<file path="config.mk">
export PLATFORM = sky130hd
export DESIGN_NAME = increment_16bit
export DESIGN_NICKNAME = d
export VERILOG_FILES = /design/src/rtl/increment_16bit.sv
export SDC_FILE = /design/constraint.sdc
export NUM_CORES = 1
export LEC_CHECK = 0
export ABC_CLOCK_PERIOD_IN_PS = 2900
export CORE_MARGIN = 8
export CORE_UTILIZATION = 40
export DETAILED_ROUTE_END_ITERATION = 10
export PLACE_DENSITY = 0.81
export SLEW_MARGIN = 0
export SYNTH_ARGS = -nofsm -noshare
export SYNTH_HDL_FRONTEND = slang
export SYNTH_SLANG_ARGS = --single-unit
</file>
<file path="constraint.sdc">
create_clock -name clk -period 2.9 [get_ports clk]
set_clock_uncertainty 0.2 [all_clocks]
set_input_delay 0.58 -clock clk [delete_from_list [all_inputs] [get_ports clk]]
set_output_delay 0.58 -clock clk [all_outputs]
set_load 0.02 [all_outputs]
</file>
<file path="src/rtl/increment_16bit.sv">
// increment_16bit
//
// Registered 16-bit two's-complement incrementer with signed-overflow flag.
// The A value sampled on a rising clk edge appears on incA/overflow after that
// edge (one cycle of latency, one new operand per cycle, no enable).
//
// Ports:
//   clk       in   1   system clock, rising-edge active
//   rst       in   1   synchronous active-high reset; clears incA and overflow
//   A         in  16   operand, two's-complement signed
//   incA      out 16   registered A + 1, modulo 2^16
//   overflow  out  1   registered signed overflow (set only for A == 16'h7FFF)
//
// Datapath: the +1 is split into four 4-bit lookahead groups. A group's
// carry-in is the AND of every operand bit below it, and the LSB carry-in is
// the constant 1, so sum bit i = A[i] ^ (&A[i-1:0]).

module increment_16bit (
    input  logic        clk,
    input  logic        rst,
    input  logic [15:0] A,
    output logic [15:0] incA,
    output logic        overflow
);

    // Group "all ones" terms: a group passes a carry through only when every
    // one of its four operand bits is set.
    logic [3:0]  grp_all;
    // Carry into each 4-bit group.
    logic [3:0]  grp_cin;
    // Carry into each individual bit.
    logic [15:0] bit_cin;
    // Combinational next-state of the output registers.
    logic [15:0] inc_d;
    logic        ovf_d;

    always_comb begin
        grp_all = '0;
        for (int g = 0; g < 4; g++) begin
            grp_all[g] = &A[4*g +: 4];
        end
    end

    // Lookahead across groups; each carry is a flat AND, not a ripple.
    always_comb begin
        grp_cin    = '0;
        grp_cin[0] = 1'b1;
        grp_cin[1] = grp_all[0];
        grp_cin[2] = &grp_all[1:0];
        grp_cin[3] = &grp_all[2:0];
    end

    // Within a group, bit b sees the group carry ANDed with the lower bits of
    // that group only.
    always_comb begin
        logic c;
        bit_cin = '0;
        c       = 1'b0;
        for (int g = 0; g < 4; g++) begin
            for (int b = 0; b < 4; b++) begin
                c = grp_cin[g];
                for (int j = 0; j < b; j++) begin
                    c = c & A[4*g + j];
                end
                bit_cin[4*g + b] = c;
            end
        end
    end

    always_comb begin
        inc_d = A ^ bit_cin;
        // Sign flips from + to - only for 0x7FFF -> 0x8000; the -1 -> 0 wrap
        // clears the MSB and so never flags.
        ovf_d = ~A[15] & inc_d[15];
    end

    always_ff @(posedge clk) begin
        if (rst) begin
            incA     <= 16'h0000;
            overflow <= 1'b0;
        end else begin
            incA     <= inc_d;
            overflow <= ovf_d;
        end
    end

endmodule

</file>
# --- After elaboration in Yosys (flattened, before gate mapping) ---
# Cells that the tools add are included.
classes:
  add_sub_neg: 0
  n_mul: 0
  n_div: 0
  order_cmp: 0
  n_eq_ne: 0
  n_shift: 0
  mux: 0
  bitwise: 14
  reduce_logical: 3
ops:
  columns: ["operator", "count"]
  rows:
  - ["16-bit XOR", 1]
  - ["1-bit AND", 12]
  - ["12-bit AND reduction", 1]
  - ["8-bit AND reduction", 1]
  - ["4-bit AND reduction", 1]
  - ["1-bit NOT", 1]
totals:
  register_bits: 17
  latch_bits: 0
  mem_bits_rw: 0
  romBits: 0
  out_inout_bits: 17
  wordCells: 19
  mem_count: 0

# --- Depth between registers and ports, before layout ---
# Gate-level depths: netlist (run 1).
logic_depth:
  ltp_word: 6
  depth_mapped: 8

# --- Worst setup path after synthesis (run 1) ---
# OpenSTA, ideal clock, no wires.
synth_timing:
  path_type: "in2reg"
  startpoint: "input A[0]"
  endpoint: "register overflow"
  setup_time_ns: 0.116
  arrival_time_ns: 1.763
  required_ns: 2.584
  path_slack_ns: 0.821
  stages: 8
  n_path_buf: 0
  path_cell_list: "ha_1 > nand3_2 > nor3_2 > ha_1 > ha_1 > ha_1 > ha_1 > and2b_2"
synth_between:
  elab_chain_len: 6
synth_rtl:
  columns: ["element", "line_no", "rtl"]
  rows:
  - ["from (decl)", "21", "input logic [15:0] A,"]
  - ["12-bit AND reduction", "50", "grp_cin[3] = &grp_all[2:0];"]
  - ["1-bit AND (3 in a row)", "63", "c = c & A[4*g + j];"]
  - ["16-bit XOR", "71", "inc_d = A ^ bit_cin;"]
  - ["1-bit AND", "74", "ovf_d = ~A[15] & inc_d[15];"]
  - ["named net ovf_d", "35", "logic ovf_d;"]
  - ["to (signal assigned)", "83", "overflow <= ovf_d;"]
  - ["to (decl)", "23", "output logic overflow"]
# The timed path passes the listed nets, and every way through them passes these cells.
# A chain may end at the register's enable or synchronous reset.

# --- Worst setup path after layout (run 1) ---
# Same ends and word-level chain as after synthesis.

==> results of run 1 <==
how the worst max path moves through the flow:
stage	slack, ns	end	start
2_1_floorplan	0.82	overflow	A[0]
3_3_place_gp	0.34	overflow	A[0]
3_5_place_dp	0.30	overflow	A[0]
4_1_cts	0.62	overflow	A[0]
5_1_grt	0.47	incA[15]	A[0]
6_report	0.61	overflow	A[0]
metal layers:
metal | share of wire | track usage | up-vias
met5 | 0 | 0 | -
met4 | 0.040 | 0.09643 | 0
met3 | 0.083 | 0.03139 | 4
met2 | 0.46 | 0.1481 | 21
met1 | 0.41 | 0.08516 | 213
li1 | - | - | 260
stage by stage:
stage,setup slack [ns],power (W),util,instance area (um^2),hold WS [ns]
after floorplan,0.8211,0.0002926,-,683.2,0.4524
after CTS,0.6157,0.0004756,0.6345,1060,0.6403
after global routing,0.4733,0.0004906,0.6345,1060,0.6683
after global placement,0.3418,0.0003478,0.6187,1033,0.9383
after detailed placement,0.2987,0.0003493,0.6187,1033,0.9472
final,0.6105,0.0004658,0.6345,1060,0.6492
sequential cells by signal, indices dropped and copies added, names as in the netlist:
signal    flops
incA         16
overflow      1
Yosys cell counts, drive strengths merged:
| master | n |
|---|---|
| dfxtp | 17 |
| ha | 12 |
| and2b | 7 |
| nor2 | 6 |
| nor2b | 5 |
| xnor2 | 3 |
| inv | 2 |
| nand4 | 2 |
| buf | 1 |
| nand3 | 1 |
| nor3 | 1 |
kinds of logic after synthesis:
| logic type | Yosys count | synth area share |
|---|---|---|
| buf+inv | 3 | 0.02748 |
| xor+xnor | 3 | 0.03847 |
| fa+ha+maj | 12 | 0.2198 |
| simple gates | 22 | 0.2161 |
| flops | 17 | 0.4982 |
report_power, final:
group          internal [W]  switching, W
registers          0.000247    0.00000351
clock network     0.0000535     0.0000701
logic             0.0000540     0.0000381
worst max-delay path, cell delays in order:
cell and delay (ns):
clkdlybuf4s50_1 0.42, ha_1 0.24, nand3_2 0.10, nor3_2 0.05
ha_1 0.17, ha_1 0.18, ha_1 0.18, ha_1 0.17
and2b_2 0.18
layout make-up:
class / instances / area [um^2] / share of cell area
multi-input combinational: 37 / 324.1 / 0.3058
tap: 17 / 21.27 / 0.02007
clock buffer: 4 / 26.28 / 0.02479
inverter: 2 / 7.507 / 0.007084
timing repair buffer: 34 / 340.3 / 0.3211
sequential: 17 / 340.3 / 0.3211
==> reports/summary.txt, run 1 <==
register area share after synthesis = 0.4982
Reg clk slew, reported paths = 0.09 ns
Die X = 57.33 um
Synth top area share = 0.4982
Initial Util = 0.4090
status = finished clean
Area Growth Syn to Fin = 55.13%
Unique masters post-synth = 11
Max Slew Vio Count = 0
Mapped Nets = 87
clock sink count = 17
vias in the first global route = 496
Total GRT Usage = 0.09133
Antenna Violating Nets Remaining = 0
Setup TNS = 0 ns
Leak = 0.4704 nW
Die Span Y = 57.33 um
CP Class = in -> reg
final period utilization = 0.7895
final-report setup violation count = 0
Yosys reg bits = 17
Hold Path Sink = incA[0]
CTS Hold Bufs = 0
shortest period the worst path allows = 2.290 ns
min-delay worst type = in -> reg
Non-Filler Instances = 111
Clock Path Buffers = 2
clock buffer count from CTS = 3
unrepaired setup endpoints after global routing = no
average vias per placed instance = 4.486
Req. time, crit path = 2.89 ns
DRT Pass-1 Iters = 2
IO buf count = 34
yosys warns = 0
cells taking the most area after synthesis = dfxtp_1 (50%), ha_1 (22%), and2b_2 (9.0%)
Max FO, Critical Path = 3
Syn Area/Cell = 11.99 um^2
detailed-route via count = 498
GP Congestion = 0.7062
share of cells above drive strength 1 = 0.1277
n_diodes = 0
Die ar. = 0.003286 mm^2
H-Tree Depth = 1
Wirelength per Cell = 13.21 um
Slew HR = 0.6473
# rows = 15
root buf cell = clkbuf_4
Fill cells = 140
Power Dens Cells = 439.5 mW/mm^2
final wirelength = 1466 um
placed insts = 107
DRC viols = 0
critical path launch point type = input pin
measured slew at the worst slew-check pin = 0.5275 ns
HP Start = A[0]
max-cap violations = 0
cell taking the most area after synthesis = dfxtp_1
IO Pins = 35
most common cell after layout, fill and taps aside = clkdlybuf4s50_1
Mapped Cells = 57
DRT iter0 DRCs = 3
Fmax achieved = 436.8 MHz
most frequent cells in the layout = clkdlybuf4s50_1 (34), dfxtp_1 (17), ha_1 (12)
number of cells upsized or downsized after cts = 0
core area = 0.001670 mm^2
hold path cells = 2
TritonCTS clock tree = done
final net count = 125
CP endpoint kind = register
Post CTS Setup Buffer Count = 0
arrival time at the worst endpoint = 2.28 ns
grt total ovfl = 0
pin count of the biggest net entering global routing = 18
Fin. Hold Viols = 0
mapped cell area = 683.2 um^2
initial antenna violation count = 0
first-pass GRT wire length = 2228 um
Peak VDD IR = 0.2114 mV
Note: power is estimated with default switching activity, not from simulation.
==> run 2: changes to the inputs <==
--- a/config.mk
+++ b/config.mk
@@ -5,11 +5,11 @@
 export SDC_FILE = /design/constraint.sdc
 export NUM_CORES = 1
 export LEC_CHECK = 0
-export ABC_CLOCK_PERIOD_IN_PS = 2900
+export ABC_CLOCK_PERIOD_IN_PS = 1900
 export CORE_MARGIN = 8
-export CORE_UTILIZATION = 40
+export CORE_UTILIZATION = 34
 export DETAILED_ROUTE_END_ITERATION = 10
-export PLACE_DENSITY = 0.81
+export PLACE_DENSITY = 0.73
 export SLEW_MARGIN = 0
 export SYNTH_ARGS = -nofsm -noshare
 export SYNTH_HDL_FRONTEND = slang
==> constraint.sdc (replaced) <==
create_clock -name clk -period 1.9 [get_ports clk]
set_clock_uncertainty 0.2 [all_clocks]
set_input_delay 0.38 -clock clk [delete_from_list [all_inputs] [get_ports clk]]
set_output_delay 0.38 -clock clk [all_outputs]
set_load 0.02 [all_outputs]
==> run 2 against run 1 <==
Net effect: design area up 9.4%; total power up 53%; largest power group unchanged; first-iteration DRC count is 67% higher; flip-flop and latch count stayed put; count of clock-buffer cells in the layout did not move; critical path type unchanged; core utilization decreased by 3.1 points; clock power increased by 46%; critical endpoint unchanged; critical path depth is the same; largest cell class is now non-clock buffers.
==> reports/summary.txt, run 2 (synthesis results as in run 1) <==
Antenna Violating Nets Remaining = 0
placed insts = 127
CTS Hold Bufs = 0
root buf cell = clkbuf_4
core area = 0.001922 mm^2
max-cap violations = 0
max reg flops = 16
IO Pins = 35
GP Congestion = 0.7340
grt total ovfl = 0
vias in the first global route = 564
shortest period the worst path allows = 1.814 ns
clock sink count = 17
# rows = 16
Worst Setup SP = A[0]
Leak = 0.5323 nW
pin count of the biggest net entering global routing = 13
Power Dens Cells = 613.1 mW/mm^2
average vias per placed instance = 4.083
CP endpoint kind = register
Max FO, Critical Path = 3
DRC viols = 0
Setup TNS = 0 ns
most used cell, CP = ha_2
HP Start = A[0]
Clock Path Buffers = 2
Fin. Hold Viols = 0
Core Util, Final = 0.6035
clock buffer count from CTS = 3
Fmax achieved = 551.4 MHz
slowest stage delay, CP = 0.25 ns
Initial Util = 0.3555
initial antenna violation count = 0
DRT Pass-1 Iters = 4
H-Tree Depth = 1
IO buf count = 34
Top Registers = incA x16, overflow x1
first-pass GRT wire length = 2435 um
critical path launch point type = input pin
TritonCTS clock tree = done
Max Slew Vio Count = 0
share of cells above drive strength 1 = 0.2571
Die Span Y = 60.83 um
Die ar. = 0.003700 mm^2
Area Growth Syn to Fin = 69.78%
Top Family by Delay on Critical Path = adder cells
CP Class = in -> reg
final period utilization = 0.9546
DRT iter0 DRCs = 5
CP Cell Sequence = dlygate4sd2_1 > ha_2 > nand3_2 > nor3_2 > ha_2 > ha_4 > ha_2 > ha_1 > and2b_2
slowest stage cell, crit path = dlygate4sd2_1
Fill cells = 198
min-delay worst type = in -> reg
final wirelength = 1549 um
detailed-route via count = 539
most frequent cells in the layout = clkdlybuf4s50_1 (22), dfxtp_1 (17), dlygate4sd2_1 (12)
Die X = 60.83 um
measured slew at the worst slew-check pin = 0.3745 ns
most common cell after layout, fill and taps aside = clkdlybuf4s50_1
Reg clk slew, reported paths = 0.09 ns
Wirelength per Cell = 11.73 um
n_diodes = 0
arrival time at the worst endpoint = 1.79 ns
Total GRT Usage = 0.09099
Biggest register = incA
Peak VDD IR = 0.4037 mV
status = finished clean
HPWL Detailed = 1307 um
Non-Filler Instances = 132
final-report setup violation count = 0
Req. time, crit path = 1.88 ns
Slew HR = 0.7496
final net count = 136
unrepaired setup endpoints after global routing = no
number of buffers and inverters on the critical path = 1
## run 2: cell count changes in the layout (fill, tap and decap cells not counted)
cell	change
clkdlybuf4s50_1	-12
dlygate4sd2_1	+12
buf_4	+11
ha_1	-4
ha_2	+3
ha_4	+1
## run 2: power by group
part	internal (W)	switching (W)
logic	0.0000866	0.0000625
registers	0.000376	0.00000480
clock network	0.0000813	0.0000996
total	0.000544	0.000167
## run 2: timing repair
action,CTS,global route
buffers inserted,1,0
gates resized for setup,17,0
setup endpoints to repair,8,0
## run 2: area by class of cell
cell class,count,area (um^2),area share
timing repair buffer,45,407.9,0.3517
multi-input combinational,37,344.1,0.2967
sequential,17,340.3,0.2934
tap,27,33.78,0.02913
clock buffer,4,26.28,0.02265
inverter,2,7.507,0.006473
## run 2: per-stage QoR
stage                      power, W  setup WS, ns  cell area [um^2]  hold slack (ns)
final                     0.0007111       0.08635              1160           0.2038
after global placement    0.0005471       -0.4522              1121           0.7379
after detailed placement  0.0005481       -0.5167              1121           0.7446
after global routing      0.0007564       0.01308              1160           0.2032
after CTS                 0.0007248       0.08669              1160           0.1934
after floorplan           0.0004466       0.02108             683.2           0.2524
## run 2: routing by layer
metal	vias up	global-route usage	routed length [um]
met2	23	0.1493	730
met4	0	0.06977	34
li1	282	-	-
met3	2	0.02966	123
met1	232	0.09398	660
met5	-	0	0
## run 2: path summary, 6_finish.rpt
check | end | slack (ns) | cells past startpoint
min | incA[0] | 0.20 | 2
max | overflow | 0.09 | 9
==> run 3: changes to the inputs <==
--- a/config.mk
+++ b/config.mk
@@ -10,7 +10,9 @@
 export CORE_UTILIZATION = 34
 export DETAILED_ROUTE_END_ITERATION = 10
 export PLACE_DENSITY = 0.73
+export RECOVER_POWER = 25
 export SLEW_MARGIN = 0
 export SYNTH_ARGS = -nofsm -noshare
 export SYNTH_HDL_FRONTEND = slang
 export SYNTH_SLANG_ARGS = --single-unit
+export TNS_END_PERCENT = 10
==> run 3 against run 2 <==
Net effect: wire length decreased by 0.52%; die area unchanged; first-iteration DRC count decreased by 40%; critical path depth unchanged; non-clock buffer count unchanged; largest cell class unchanged; highest routed layer unchanged; hold slack about the same; global-route usage unchanged; sequential power about the same.
==> reports/summary.txt, run 3 (synthesis results as in run 1) <==
part of the power in registers = 0.538
crit path to = overflow
most used cell, CP = ha_2
Fmax achieved = 552.1 MHz
TritonCTS clock tree = done
Peak VDD IR = 0.4035 mV
switching power = 0.0001665 W
Top Layer Used = met4
internal power = 0.0005420 W
Max Slew Vio Count = 0
Reg clk slew, reported paths = 0.09 ns
Initial Util = 0.3555
Leak = 0.5253 nW
WL met1 = 659 um
number of buffers and inverters on the critical path = 1
average vias per placed instance = 4.098
core area = 0.001922 mm^2
Antenna Violating Nets Remaining = 0
vias in the first global route = 564
final wirelength = 1541 um
unrepaired setup endpoints after global routing = no
# rows = 16
grt total ovfl = 0
Slew HR = 0.7554
pin count of the biggest net entering global routing = 13
Area Growth Syn to Fin = 68.68%
Clk pwr share = 0.255
final period utilization = 0.9534
most common cell after layout, fill and taps aside = clkdlybuf4s50_1
total power = 0.0007085 W
measured slew at the worst slew-check pin = 0.3657 ns
max-cap violations = 0
Total GRT Usage = 0.09099
placed insts = 127
Die ar. = 0.003700 mm^2
most frequent cells in the layout = clkdlybuf4s50_1 (21), dfxtp_1 (17), dlygate4sd2_1 (12)
DRT Pass-1 Iters = 4
Req. time, crit path = 1.88 ns
Top Registers = incA x16, overflow x1
Wirelength per Cell = 11.67 um
CP Class = in -> reg
IO buf count = 34
clock buffer count from CTS = 3
Worst path depth = 9
IO Pins = 35
Top Family by Delay on Critical Path = adder cells
Non-Filler Instances = 132
CP endpoint kind = register
final net count = 136
arrival time at the worst endpoint = 1.79 ns
Clock Path Buffers = 2
slowest stage cell, crit path = dlygate4sd2_1
WL met3 = 121 um
min-delay worst type = in -> reg
max reg flops = 16
shortest period the worst path allows = 1.811 ns
Biggest register = incA
Die X = 60.83 um
clock sink count = 17
detailed-route via count = 541
Core Util, Final = 0.5996
Die Span Y = 60.83 um
DRC viols = 0
met2 WL = 725 um
Power Dens Cells = 614.8 mW/mm^2
Max FO, Critical Path = 3
DRT iter0 DRCs = 3
Net Sw Frac = 0.2349
HPWL Detailed = 1307 um
Fin. Hold Viols = 0
Logic pwr share = 0.207
critical path launch point type = input pin
GP Congestion = 0.7340
n_diodes = 0
share of cells above drive strength 1 = 0.2381
Fill cells = 200
root buf cell = clkbuf_4
final-report setup violation count = 0
status = finished clean
Worst Setup SP = A[0]
CTS Hold Bufs = 0
first-pass GRT wire length = 2435 um
slowest stage delay, CP = 0.25 ns
initial antenna violation count = 0
CP Cell Sequence = dlygate4sd2_1 > ha_2 > nand3_2 > nor3_2 > ha_2 > ha_4 > ha_2 > ha_1 > and2b_2
H-Tree Depth = 1
-- run 3: changes by cell type in the layout (fill, tap and decap cells not counted) --
cell / before / now
clkbuf_1: 1 / 3
dlygate4sd3_1: 0 / 1
buf_4: 11 / 9
clkdlybuf4s50_1: 22 / 21
-- run 3: routing by layer --
layer / track usage / up-vias
li1: - / 284
met1: 0.09398 / 232
met2: 0.1493 / 23
met3: 0.02966 / 2
met4: 0.06977 / 0
met5: 0 / -
-- run 3: worst min-delay path by stage --
stage,from,endpoint,slack (ns),cells past startpoint
5_1_grt,A[0],incA[0],0.20,2
6_report,A[0],incA[0],0.20,2
4_1_cts,A[0],incA[0],0.19,2
3_3_place_gp,A[0],incA[0],0.74,2
2_1_floorplan,A[0],incA[0],0.25,1
3_5_place_dp,A[0],incA[0],0.74,2
-- run 3: what timing repair did --
action | in CTS | in global routing
setup endpoints to repair | 8 | 0
resized for setup | 17 | 0
buffers inserted | 1 | 0
-- run 3: area by class of cell --
type | instances | area, um^2 | area share
Clock buffer | 4 | 26.28 | 0.02280
Inverter | 2 | 7.507 | 0.006515
Multi-Input combinational cell | 37 | 344.1 | 0.2986
Sequential cell | 17 | 340.3 | 0.2953
Tap cell | 27 | 33.78 | 0.02932
Timing Repair Buffer | 45 | 400.4 | 0.3474
-- run 3: per-stage QoR --
step           TNS [ns]  instance area, um^2  hold slack, ns  setup slack (ns)
2_1_floorplan         0                683.2          0.2524           0.02108
3_5_place_dp     -4.101                 1121          0.7446           -0.5167
3_3_place_gp     -3.645                 1121          0.7379           -0.4522
5_1_grt               0                 1152          0.2032          0.009542
6_report              0                 1152          0.2038           0.08861
4_1_cts               0                 1160          0.1934           0.08669
-- run 3: power by group through the flow --
stage               registers (W)  clock network, W   logic, W
global placement         0.000389                 0   0.000158
detailed placement       0.000390                 0   0.000158
global route             0.000383          0.000210   0.000161
floorplan                0.000416                 0  0.0000305
finish                   0.000381          0.000181   0.000147
CTS                      0.000381          0.000191   0.000152
